**src/rtl/alu_iter_ctrl_pkg.sv**
```systemverilog
// Shared constants for the iterative MULTU/DIVU controller and the ALU decoder.
// Holds the ALU opcodes and the controller state encoding.
package alu_iter_ctrl_pkg;

    localparam logic [2:0] ALU_ADD = 3'b000;
    localparam logic [2:0] ALU_SUB = 3'b001;

    typedef enum logic [1:0] {
        IDLE = 2'd0,
        MUL  = 2'd1,
        DIV  = 2'd2
    } state_t;

endpackage

```
**src/rtl/alu_iter_ctrl_if.sv**
```systemverilog
// Request/result bundle between the main controller and the iterative unit.
// The main controller is master; alu_iter_ctrl is slave.
interface alu_iter_ctrl_if #(
    parameter int WIDTH = 32
);
    logic             start;
    logic             op_div;
    logic [WIDTH-1:0] src_a;
    logic [WIDTH-1:0] src_b;
    logic             mthi;
    logic             mtlo;
    logic [WIDTH-1:0] wdata;
    logic             busy;
    logic [WIDTH-1:0] hi;
    logic [WIDTH-1:0] lo;

    modport master (
        output start, op_div, src_a, src_b,
        output mthi, mtlo, wdata,
        input  busy, hi, lo
    );

    modport slave (
        input  start, op_div, src_a, src_b,
        input  mthi, mtlo, wdata,
        output busy, hi, lo
    );
endinterface

```
**src/rtl/alu_iter_ctrl.sv**
```systemverilog
// Multi-cycle MULTU/DIVU controller: one shift/add step per cycle on the
// shared ALU, owning the HI/LO pair.
module alu_iter_ctrl
    import alu_iter_ctrl_pkg::*;
#(
    parameter int WIDTH = 32
) (
    input  logic                 i_clk,
    input  logic                 i_reset,
    alu_iter_ctrl_if.slave       bus,
    input  logic [WIDTH-1:0]     i_alu_result,
    output logic [WIDTH-1:0]     o_alu_src_a,
    output logic [WIDTH-1:0]     o_alu_src_b,
    output logic [2:0]           o_alu_control
);

    localparam int CW = $clog2(WIDTH);
    localparam logic [CW-1:0] LAST = CW'(WIDTH - 1);

    state_t           r_state;
    logic [CW-1:0]    r_cnt;
    logic [WIDTH-1:0] r_hi;
    logic [WIDTH-1:0] r_lo;
    logic [WIDTH-1:0] r_m;

    logic [WIDTH-1:0] w_sum;
    logic             w_carry;
    logic [WIDTH-1:0] w_r;
    logic             w_ovf;
    logic             w_ge;

    // Multiply step: a wrapped add means the carry-out of HI + M was set.
    assign w_sum   = r_lo[0] ? i_alu_result : r_hi;
    assign w_carry = r_lo[0] & (i_alu_result < r_hi);

    assign w_r   = {r_hi[WIDTH-2:0], r_lo[WIDTH-1]};
    assign w_ovf = r_hi[WIDTH-1];
    assign w_ge  = w_ovf | (w_r >= r_m);

    assign bus.busy = (r_state != IDLE);
    assign bus.hi   = r_hi;
    assign bus.lo   = r_lo;

    always_comb begin
        o_alu_src_a   = '0;
        o_alu_src_b   = '0;
        o_alu_control = ALU_ADD;
        unique case (r_state)
            MUL: begin
                o_alu_src_a   = r_hi;
                o_alu_src_b   = r_m;
                o_alu_control = ALU_ADD;
            end
            DIV: begin
                o_alu_src_a   = w_r;
                o_alu_src_b   = r_m;
                o_alu_control = ALU_SUB;
            end
            default: ;
        endcase
    end

    always_ff @(posedge i_clk) begin
        if (i_reset) begin
            r_state <= IDLE;
            r_cnt   <= '0;
            r_hi    <= '0;
            r_lo    <= '0;
            r_m     <= '0;
        end else begin
            unique case (r_state)
                IDLE: begin
                    if (bus.start) begin
                        r_hi  <= '0;
                        r_cnt <= '0;
                        if (bus.op_div) begin
                            r_lo    <= bus.src_a;
                            r_m     <= bus.src_b;
                            r_state <= DIV;
                        end else begin
                            r_lo    <= bus.src_b;
                            r_m     <= bus.src_a;
                            r_state <= MUL;
                        end
                    end else if (bus.mthi) begin
                        r_hi <= bus.wdata;
                    end else if (bus.mtlo) begin
                        r_lo <= bus.wdata;
                    end
                end
                MUL: begin
                    {r_hi, r_lo} <= {w_carry, w_sum, r_lo[WIDTH-1:1]};
                    if (r_cnt == LAST) begin
                        r_state <= IDLE;
                        r_cnt   <= '0;
                    end else begin
                        r_cnt <= r_cnt + 1'b1;
                    end
                end
                DIV: begin
                    r_hi <= w_ge ? i_alu_result : w_r;
                    r_lo <= {r_lo[WIDTH-2:0], w_ge};
                    if (r_cnt == LAST) begin
                        r_state <= IDLE;
                        r_cnt   <= '0;
                    end else begin
                        r_cnt <= r_cnt + 1'b1;
                    end
                end
                default: begin
                    r_state <= IDLE;
                    r_cnt   <= '0;
                end
            endcase
        end
    end

endmodule

```
**src/flat_wrapper.sv**
```systemverilog
// flat-port wrapper written by rule: the top's interface ports become plain ports
module alu_iter_ctrl_flat import alu_iter_ctrl_pkg::*;
#(
    parameter int WIDTH = 32
)
  (i_clk, i_reset, i_alu_result, o_alu_src_a, o_alu_src_b, o_alu_control, bus_start, bus_op_div, bus_src_a, bus_src_b, bus_mthi, bus_mtlo, bus_wdata, bus_busy, bus_hi, bus_lo);
  alu_iter_ctrl_if #(.WIDTH(WIDTH)) bus_i ();
  input  logic i_clk;
  input  logic i_reset;
  input  logic [WIDTH-1:0] i_alu_result;
  output logic [WIDTH-1:0] o_alu_src_a;
  output logic [WIDTH-1:0] o_alu_src_b;
  output logic [2:0] o_alu_control;
  input wire logic [$bits(bus_i.start)-1:0] bus_start;
  input wire logic [$bits(bus_i.op_div)-1:0] bus_op_div;
  input wire logic [$bits(bus_i.src_a)-1:0] bus_src_a;
  input wire logic [$bits(bus_i.src_b)-1:0] bus_src_b;
  input wire logic [$bits(bus_i.mthi)-1:0] bus_mthi;
  input wire logic [$bits(bus_i.mtlo)-1:0] bus_mtlo;
  input wire logic [$bits(bus_i.wdata)-1:0] bus_wdata;
  output wire logic [$bits(bus_i.busy)-1:0] bus_busy;
  output wire logic [$bits(bus_i.hi)-1:0] bus_hi;
  output wire logic [$bits(bus_i.lo)-1:0] bus_lo;
  assign bus_i.start = bus_start;
  assign bus_i.op_div = bus_op_div;
  assign bus_i.src_a = bus_src_a;
  assign bus_i.src_b = bus_src_b;
  assign bus_i.mthi = bus_mthi;
  assign bus_i.mtlo = bus_mtlo;
  assign bus_i.wdata = bus_wdata;
  assign bus_busy = bus_i.busy;
  assign bus_hi = bus_i.hi;
  assign bus_lo = bus_i.lo;
  alu_iter_ctrl #(.WIDTH(WIDTH)) u_core (.i_clk(i_clk), .i_reset(i_reset), .bus(bus_i), .i_alu_result(i_alu_result), .o_alu_src_a(o_alu_src_a), .o_alu_src_b(o_alu_src_b), .o_alu_control(o_alu_control));
endmodule
```
**config.mk**
```make
export PLATFORM = sky130hd
export DESIGN_NAME = alu_iter_ctrl_flat
export DESIGN_NICKNAME = d
export VERILOG_FILES = /design/src/rtl/alu_iter_ctrl_pkg.sv /design/src/rtl/alu_iter_ctrl_if.sv /design/src/rtl/alu_iter_ctrl.sv /design/src/flat_wrapper.sv
export SDC_FILE = /design/constraint.sdc
export NUM_CORES = 1
export LEC_CHECK = 0
export CORE_MARGIN = 2
export CORE_UTILIZATION = 48
export CTS_CLUSTER_DIAMETER = 40
export DETAILED_ROUTE_END_ITERATION = 16
export GPL_ROUTABILITY_DRIVEN = 0
export GPL_TIMING_DRIVEN = 1
export PLACE_DENSITY_LB_ADDON = 0.15
export SYNTH_ARGS = -nofsm -noshare
export SYNTH_HDL_FRONTEND = slang
export SYNTH_SLANG_ARGS = --single-unit
```
**constraint.sdc**
```tcl
create_clock -name i_clk -period 3.1 [get_ports i_clk]
set_input_delay 0.62 -clock i_clk [delete_from_list [all_inputs] [get_ports i_clk]]
set_output_delay 0.62 -clock i_clk [all_outputs]
set_load 0.005 [all_outputs]
```
-- Word-level counts from Yosys, hierarchy flattened
Index checks and enable logic that the tools add are counted.
- flip-flop bits (word level): 103
- latch bits: 0
- memory bits (writable): 0
- memory bits (read-only): 0
- bits of input ports: 134
- output and inout port bits: 132
- word-level logic and storage cells: 47
- memories: 0
- add/subtract/negate cells: 1
- multiply operators: 0
- divide/modulo/power cells: 0
- $lt $le $gt $ge: 2
- eq/ne operators: 8
- shift operators: 0
- muxes and demuxes: 21
- bitwise operators: 2
- reduce and logical (&&, ||, !) cells: 8
- operators with widths (kind ; count):
    32-bit 2-to-1 mux ; 10
    32-bit case mux with 3 select lines ; 2
    32-bit case mux with 2 select lines ; 1
    32-bit >= comparator ; 1
    32-bit < comparator ; 1
    5-bit 2-to-1 mux ; 2
    5-bit case mux with 2 select lines ; 1
    3-bit inequality test, second input constant ; 3
    2-bit 2-to-1 mux ; 3
    2-bit AND reduction ; 3
    5-bit by 1-bit adder with 5-bit output, second input constant ; 1
    5-bit == test, second input constant ; 1
    2-bit case mux with 2 select lines ; 1
    3-bit AND reduction ; 1
    3-bit nonzero test ; 1
    2-bit by 1-bit == test with 1-bit output, second input constant ; 1
    2-bit == test, second input constant ; 1
    2-bit zero test ; 1
    2-bit by 1-bit inequality test with 1-bit output, second input constant ; 1
    2-bit inequality test, second input constant ; 1
    2-bit nonzero test ; 1
    2-bit OR reduction ; 1
    1-bit bitwise AND ; 1
    1-bit 2-to-1 mux ; 1
    1-bit bitwise OR ; 1

-- Logic depth before layout (Yosys ltp)
Gate-level depths: netlist (run 1).
- depth after elaboration: 4
- mapped depth: 11

-- Worst setup path after synthesis (run 1)
No wires, ideal clock.
- kind: reg-to-reg
- start: register u_core.r_hi[20], in the netlist u_core.bus.hi[20]
- end: register u_core.r_hi[30], in the netlist u_core.bus.hi[30]
- arrival: 2.491 ns
- required time: 3.004 ns
- slack: 0.513 ns
- cell stages (with the launch flop): 10
- period minus slack after synthesis: 2.587 ns
- cell sequence: dfxtp_1 -> ha_1 -> a21o_1 -> a21oi_1 -> o221ai_1 -> a2111o_1 -> a31oi_4 -> buf_6 -> mux2_4 -> o41ai_2
- cells in the longest elaborated chain, start to end: 4
- ends and longest elaborated chain (element ; RTL line ; source):
    from (decl) ; alu_iter_ctrl.sv:22 ; logic [WIDTH-1:0] r_hi;
    from (signal assigned) ; alu_iter_ctrl.sv:86 ; r_hi <= bus.wdata;
    from (signal assigned) ; alu_iter_ctrl.sv:92 ; {r_hi, r_lo} <= {w_carry, w_sum, r_lo[WIDTH-1:1]};
    from (signal assigned) ; alu_iter_ctrl.sv:101 ; r_hi <= w_ge ? i_alu_result : w_r;
    32-bit >= comparator ; alu_iter_ctrl.sv:38 ; assign w_ge = w_ovf | (w_r >= r_m);
    1-bit bitwise OR ; alu_iter_ctrl.sv:38 ;
    32-bit 2-to-1 mux ; alu_iter_ctrl.sv:101 ;
    32-bit case mux with 3 select lines ; alu_iter_ctrl.sv:71 ; unique case (r_state)
Every way passes these cells.
A chain may end at the register's enable or synchronous reset.

-- Final worst setup path (run 1)
- start: register u_core.r_state[0]
- end: output o_alu_src_a[12]
- cells in the longest elaborated chain, start to end: 2
- ends and longest elaborated chain (element ; RTL line ; source):
    from (decl) ; alu_iter_ctrl.sv:20 ; state_t r_state;
    from (signal assigned) ; alu_iter_ctrl.sv:65 ; r_state <= IDLE;
    from (signal assigned) ; alu_iter_ctrl.sv:79 ; r_state <= DIV;
    from (signal assigned) ; alu_iter_ctrl.sv:83 ; r_state <= MUL;
    2-bit == test / 2-bit by 1-bit == test with 1-bit output (equally long branches) ; alu_iter_ctrl.sv:48 ; unique case (r_state)
    32-bit case mux with 2 select lines (*) ; alu_iter_ctrl.sv:48 ;
    to (decl) ; flat_wrapper.sv:11 ; output logic [WIDTH-1:0] o_alu_src_a;
Mark *: on every way between the ends. The rest lies on a longest branch, timed or not.

==> results of run 1 <==
-- per-layer routing --
layer	wire length (µm)	vias to the layer above	global-route usage (%)
met1	13900	4480	46.2
met5	0	-	0
met2	14700	468	50.5
met4	788	0	9.62
li1	-	4594	-
met3	2800	49	4.04
-- power breakdown --
group	internal [mW]	switching, mW	leakage (nW)
combinational	1.09	1.16	3.62
sequential	1.48	0.195	0.850
clock	0.643	0.591	0.147
total	3.22	1.95	4.62
-- through the flow --
step | area (µm²) | worst slack [ns]
after floorplan | 8710 | 0.513
after global placement | 11700 | 0.343
after detailed placement | 11700 | 0.243
after CTS | 12000 | 0.00865
after global routing | 12000 | 0.0279
final | 12000 | 0.126
-- cell type report --
class                           count  area [µm²]
Multi-Input combinational cell    867        6020
Antenna cell                        1        2.50
Tap cell                          229         287
Inverter                           74         278
Clock buffer                       10         229
Sequential cell                   103        2060
Timing Repair Buffer              310        3030
Fill cell                        1596        5910
Clock inverter                      6        77.6
-- registers in the layout, summed over array words and instances (netlist names) --
signal          cells
u_core.bus.hi      32
u_core.bus.lo      32
u_core.r_cnt        5
u_core.r_m         32
u_core.r_state      2
-- Yosys cell counts, drive strengths merged (6+ instances only) --
| cell | n | share of area (%) |
|---|---|---|
| a21oi | 140 | 8.1 |
| inv | 72 | 3.1 |
| buf | 18 | 1.0 |
| clkbuf | 79 | 3.4 |
| dfxtp | 103 | 24 |
| mux2i | 114 | 13 |
| mux2 | 8 | 1.1 |
| and2 | 32 | 2.3 |
| a21boi | 7 | 0.60 |
| a21o | 10 | 0.86 |
| ha | 69 | 9.9 |
| o41ai | 6 | 0.69 |
| a31oi | 7 | 0.68 |
| a2111oi | 8 | 0.81 |
| a221o | 24 | 2.8 |
| nor2b | 27 | 1.9 |
| a22oi | 57 | 4.9 |
| nand4 | 7 | 0.50 |
| o211ai | 36 | 3.2 |
| a211oi | 37 | 3.2 |
| o21ai | 38 | 2.2 |
| nand2 | 116 | 5.0 |
| nor2 | 86 | 3.7 |
-- kinds of logic after synthesis --
group	Yosys count	share of synthesized area, %
mux	122	14.2
compound gates	388	29.7
flops	103	23.7
simple gates	286	14.7
other cells	1	0.0431
buf+inv	171	7.65
fa+ha+maj	69	9.92
-- repair_timing --
action,4_1_cts,5_1_grt
setup buffers,0,1
hold endpoints to repair,0,0
gates resized for setup,0,2
setup endpoints to repair,0,21
-- worst max-delay path, stage by stage, from the launching register on --
cell	delay, ns
dfxtp_1	0.44
inv_1	0.12
ha_4	0.44
buf_4	0.26
nor2b_1	0.17
clkdlybuf4s50_1	0.55
-- worst max path at each step --
stage | to | startpoint
floorplan | u_core.bus.hi[30] | u_core.bus.hi[20]
global placement | u_core.bus.hi[31] | i_alu_result[9]
detailed placement | u_core.bus.hi[24] | u_core.r_m[21]
CTS | o_alu_src_a[3] | u_core.r_state[1]
global route | o_alu_src_a[12] | u_core.r_state[0]
finish | o_alu_src_a[12] | u_core.r_state[0]
==> reports/metrics.yaml, run 1 <==
run_status:
  outcome: "finished, final reports clean"
worst_setup_path:
  cp_data_required_time_ns: 2.48
  r2r-end: "u_core.bus.hi[16]"
  r2r_slack_ns: 0.14
  cp-start-kind: "flip-flop"
  crit_fanout: 21
  r2r_cells: 10
  r2r-start: "u_core.r_m[21]"
  critPathCaptureType: "output pin"
  setup.worst_path.class: "reg -> out"
  cp.arrival_ns: 2.35
synthesis:
  yosys.cell_types.count: 50
  synth_ff_type: "dfxtp_1"
  ys_seq_area_share_pct: 23.7
  async_flop_share_pct: 0
  ys_ff_latch: 103
  netlist_area_um2: 8700
  netlist_instances: 1140
  syn_area_per_cell_um2: 7.63
  synth_edf_count: 0
  ys_warn_count: 0
cts:
  numCtsBuffers: 9
  clkTransAtPathRegs_ns: 0.07
  cts_sinks: 103
  clk_latency_ns: 0.36
  cts_max_level: 3
  root_buffer: "clkbuf_16"
  cts_hold_buf: 0
  tritoncts: "yes"
  clockBufferDepth: 2
cells_and_area:
  nets: 1568
  finish.utilization_pct: 67.0
  fin_cells: 1600
  final_common_cell: "clkdlybuf4s50_1"
  layout_common_cells: "clkdlybuf4s50_1, a21oi_1, nand2_1"
  drive_gt1_share_pct: 6.13
  syn_to_final_growth_pct: 37.8
routing:
  routed_via_density: 5.99
  post_drt_wl_per_cell_um: 20.1
  num_vias: 9591
  dr.pass1.iters: 5
  drtAntennaViolNets: 0
  drc_errors: 0
  drt_iter0_drc: 1077
  wl_um: 32200
grt:
  track_usage_pct: 32.1
  grt_antenna_before_repair: 1
  grt_pass1_vias: 8830
  grt.overflow.total: 0
  grt_max_degree: 67
  grt_pass1_wl_um: 49700
place:
  dp_hpwl_um: 23900
  placedCellCount: 1582
  port_buffers: 263
floorplan:
  design.die.area_um2: 19200
  fp.coreArea_um2: 17900
  die_height_um: 139
  die_width_um: 139
  start_util_pct: 48.6
  top_level_ports: 266
  fp-row-count: 49
timing:
  worst_slew_pin_slew_ns: 0.642
  period_share_pct: 95.9
  setup_viol: 0
  hold_violations: 0
  fmax_mhz: 336
  rsz0062_at_grt: "no"
  slew_viol_final: 0
  finalClockSkew_ns: 0.0147
  relSlewSlack_pct: 57.2
  hold_ws_ns: 0.459
  period_minus_slack_ns: 2.97
  fin_setup_tns_ns: 0
power_and_ir_drop:
  power.density_nw_per_um2: 431
  fin_total_pwr_mw: 5.16
  leakage_nw: 4.62
  ir_drop_mv: 0.357
worst_hold_path:
  holdPathEnd: "u_core.r_cnt[4]"
  worstHoldStart: "u_core.r_cnt[4]"
  worstHoldPathType: "reg -> reg"
  whs_path_depth: 2
flow_run:
  max_cap_viol_count: 0
Power figures use the tool's default switching activity.
==> run 2: changes to the inputs <==
--- a/config.mk
+++ b/config.mk
@@ -6,7 +6,7 @@
 export NUM_CORES = 1
 export LEC_CHECK = 0
 export CORE_MARGIN = 2
-export CORE_UTILIZATION = 48
+export CORE_UTILIZATION = 52
 export CTS_CLUSTER_DIAMETER = 40
 export DETAILED_ROUTE_END_ITERATION = 16
 export GPL_ROUTABILITY_DRIVEN = 0
==> constraint.sdc (replaced) <==
create_clock -name i_clk -period 3.45 [get_ports i_clk]
set_input_delay 0.69 -clock i_clk [delete_from_list [all_inputs] [get_ports i_clk]]
set_output_delay 0.69 -clock i_clk [all_outputs]
set_load 0.005 [all_outputs]
==> run 2 against run 1 <==
Core utilization rose by 4.9 points. Clock power fell by 9.8%. Final cell count fell by 1.4%. Critical path type unchanged. Wire length is 2.8% lower. First-iteration DRC count shrank 8.8%. Critical path depth is 1 lower. Sequential cell count unchanged. Sequential share of layout area rose by 0.23 points. Largest cell class unchanged. Power down 11%. Combinational power down 13%.
==> reports/metrics.yaml, run 2 (synthesis results as in run 1) <==
cells_and_area:
  nets: 1556
  fillCellCount: 1316
  design_area_um2: 11800
  diodes: 0
  regArea_um2: 2060
  layout_common_cells: "clkdlybuf4s50_1, a21oi_1, nand2_1"
  multi_input_area_um2: 6010
  final_common_cell: "clkdlybuf4s50_1"
  syn_to_final_growth_pct: 36.0
  fin_cells: 1577
  drive_gt1_share_pct: 5.23
routing:
  wl_um: 31300
  drt_iter0_drc: 982
  drc_errors: 0
  dr.pass1.iters: 5
  num_vias: 9674
  post_drt_wl_per_cell_um: 19.9
  drtAntennaViolNets: 0
  routed_via_density: 6.13
timing:
  finalClockSkew_ns: 0.00761
  worst_slew_pin_slew_ns: 0.678
  relSlewSlack_pct: 54.8
  rsz0062_at_grt: "no"
  period_share_pct: 91.8
  hold_violations: 0
  period_minus_slack_ns: 3.17
  setup_viol: 0
  fmax_mhz: 316
  slew_viol_final: 0
  fin_setup_tns_ns: 0
power_and_ir_drop:
  ir_drop_mv: 0.320
  power.density_nw_per_um2: 388
  leakage_nw: 4.54
place:
  placedCellCount: 1562
  port_buffers: 263
  dp_hpwl_um: 23300
  placed_cell_area_um2: 11500
worst_setup_path:
  crit_path_max_incr_delay_ns: 0.72
  cp_data_required_time_ns: 2.76
  path_buf_inv: 2
  cp-start-kind: "flip-flop"
  crit_chain: "inv_1 > ha_4 > a21boi_0 > clkdlybuf4s50_1"
  crit_fanout: 81
  critPathCaptureType: "output pin"
  setup.worst_path.class: "reg -> out"
  cp.arrival_ns: 2.48
  crit_path_top_delay_cell: "ha_4"
  crit_family: "adder cells"
cts:
  clk_latency_ns: 0.37
  clkTransAtPathRegs_ns: 0.08
  cts_max_level: 3
  root_buffer: "clkbuf_16"
  ctsResizeCount: 0
  cts_setup_buffers: 0
  tritoncts: "yes"
  numCtsBuffers: 9
  cts_hold_buf: 0
  clockBufferDepth: 2
  cts_sinks: 103
floorplan:
  design.die.area_um2: 17800
  die_width_um: 133
  fp.coreArea_um2: 16500
  top_level_ports: 266
  fp-row-count: 47
  start_util_pct: 52.8
  die_height_um: 133
grt:
  grt.overflow.total: 0
  grt_max_degree: 82
  grt_antenna_before_repair: 0
  track_usage_pct: 34.4
  grt_pass1_wl_um: 48900
  grt_pass1_vias: 9063
flow_run:
  max_cap_viol_count: 0
run_status:
  outcome: "finished, final reports clean"
worst_hold_path:
  worstHoldPathType: "reg -> reg"
==> run 2: area by class of cell <==
cell class	instances	share of cell area, %
Multi-Input combinational cell	867	50.8
Timing Repair Buffer	298	24.6
Sequential cell	103	17.4
Inverter	74	2.35
Tap cell	220	2.33
Clock buffer	9	1.90
Clock inverter	6	0.645
==> run 2: worst register-to-register path, stage by stage (launching register included) <==
cell and delay, ns:
dfxtp_1 0.46, ha_1 0.29, a21o_1 0.18, a21oi_1 0.15
o221ai_1 0.19, a2111o_1 0.49, a31oi_4 0.45, mux2_2 0.40
o41ai_1 0.34
==> run 2: final timing paths <==
kind / start / endpoint / slack [ns] / cells past startpoint
min: u_core.r_cnt[4] / u_core.r_cnt[4] / 0.47 / 2
min reg2reg: u_core.r_cnt[4] / u_core.r_cnt[4] / 0.47 / 2
max: u_core.r_state[0] / o_alu_src_a[11] / 0.28 / 4
max reg2reg: u_core.bus.hi[20] / u_core.bus.hi[24] / 0.38 / 8
==> run 2: report_power, final <==
group | leakage [nW] | total (mW) | internal (mW) | switching (mW)
Combinational | 3.54 | 1.96 | 0.953 | 1.01
Clock | 0.148 | 1.11 | 0.573 | 0.533
Sequential | 0.850 | 1.52 | 1.33 | 0.194
Total | 4.54 | 4.59 | 2.86 | 1.73
==> run 2: per-layer routing <==
metal | up-vias | track usage (%) | share of wire, %
met1 | 4532 | 47.5 | 43
met5 | - | 0 | 0
li1 | 4573 | - | -
met2 | 495 | 53.8 | 45
met3 | 74 | 6.85 | 8.9
met4 | 0 | 11.7 | 3.0
==> run 2: per-stage QoR <==
| step | total power, mW | util (%) | setup slack [ns] | hold WS [ns] |
|---|---|---|---|---|
| detailed placement | 3.46 | 70.0 | 0.445 | 0.459 |
| global route | 4.85 | 71.9 | 0.132 | 0.496 |
| floorplan | 2.66 | - | 0.863 | 0.436 |
| CTS | 4.57 | 71.9 | 0.274 | 0.470 |
| finish | 4.59 | 71.9 | 0.282 | 0.471 |
| global placement | 3.43 | 70.0 | 0.638 | 0.444 |
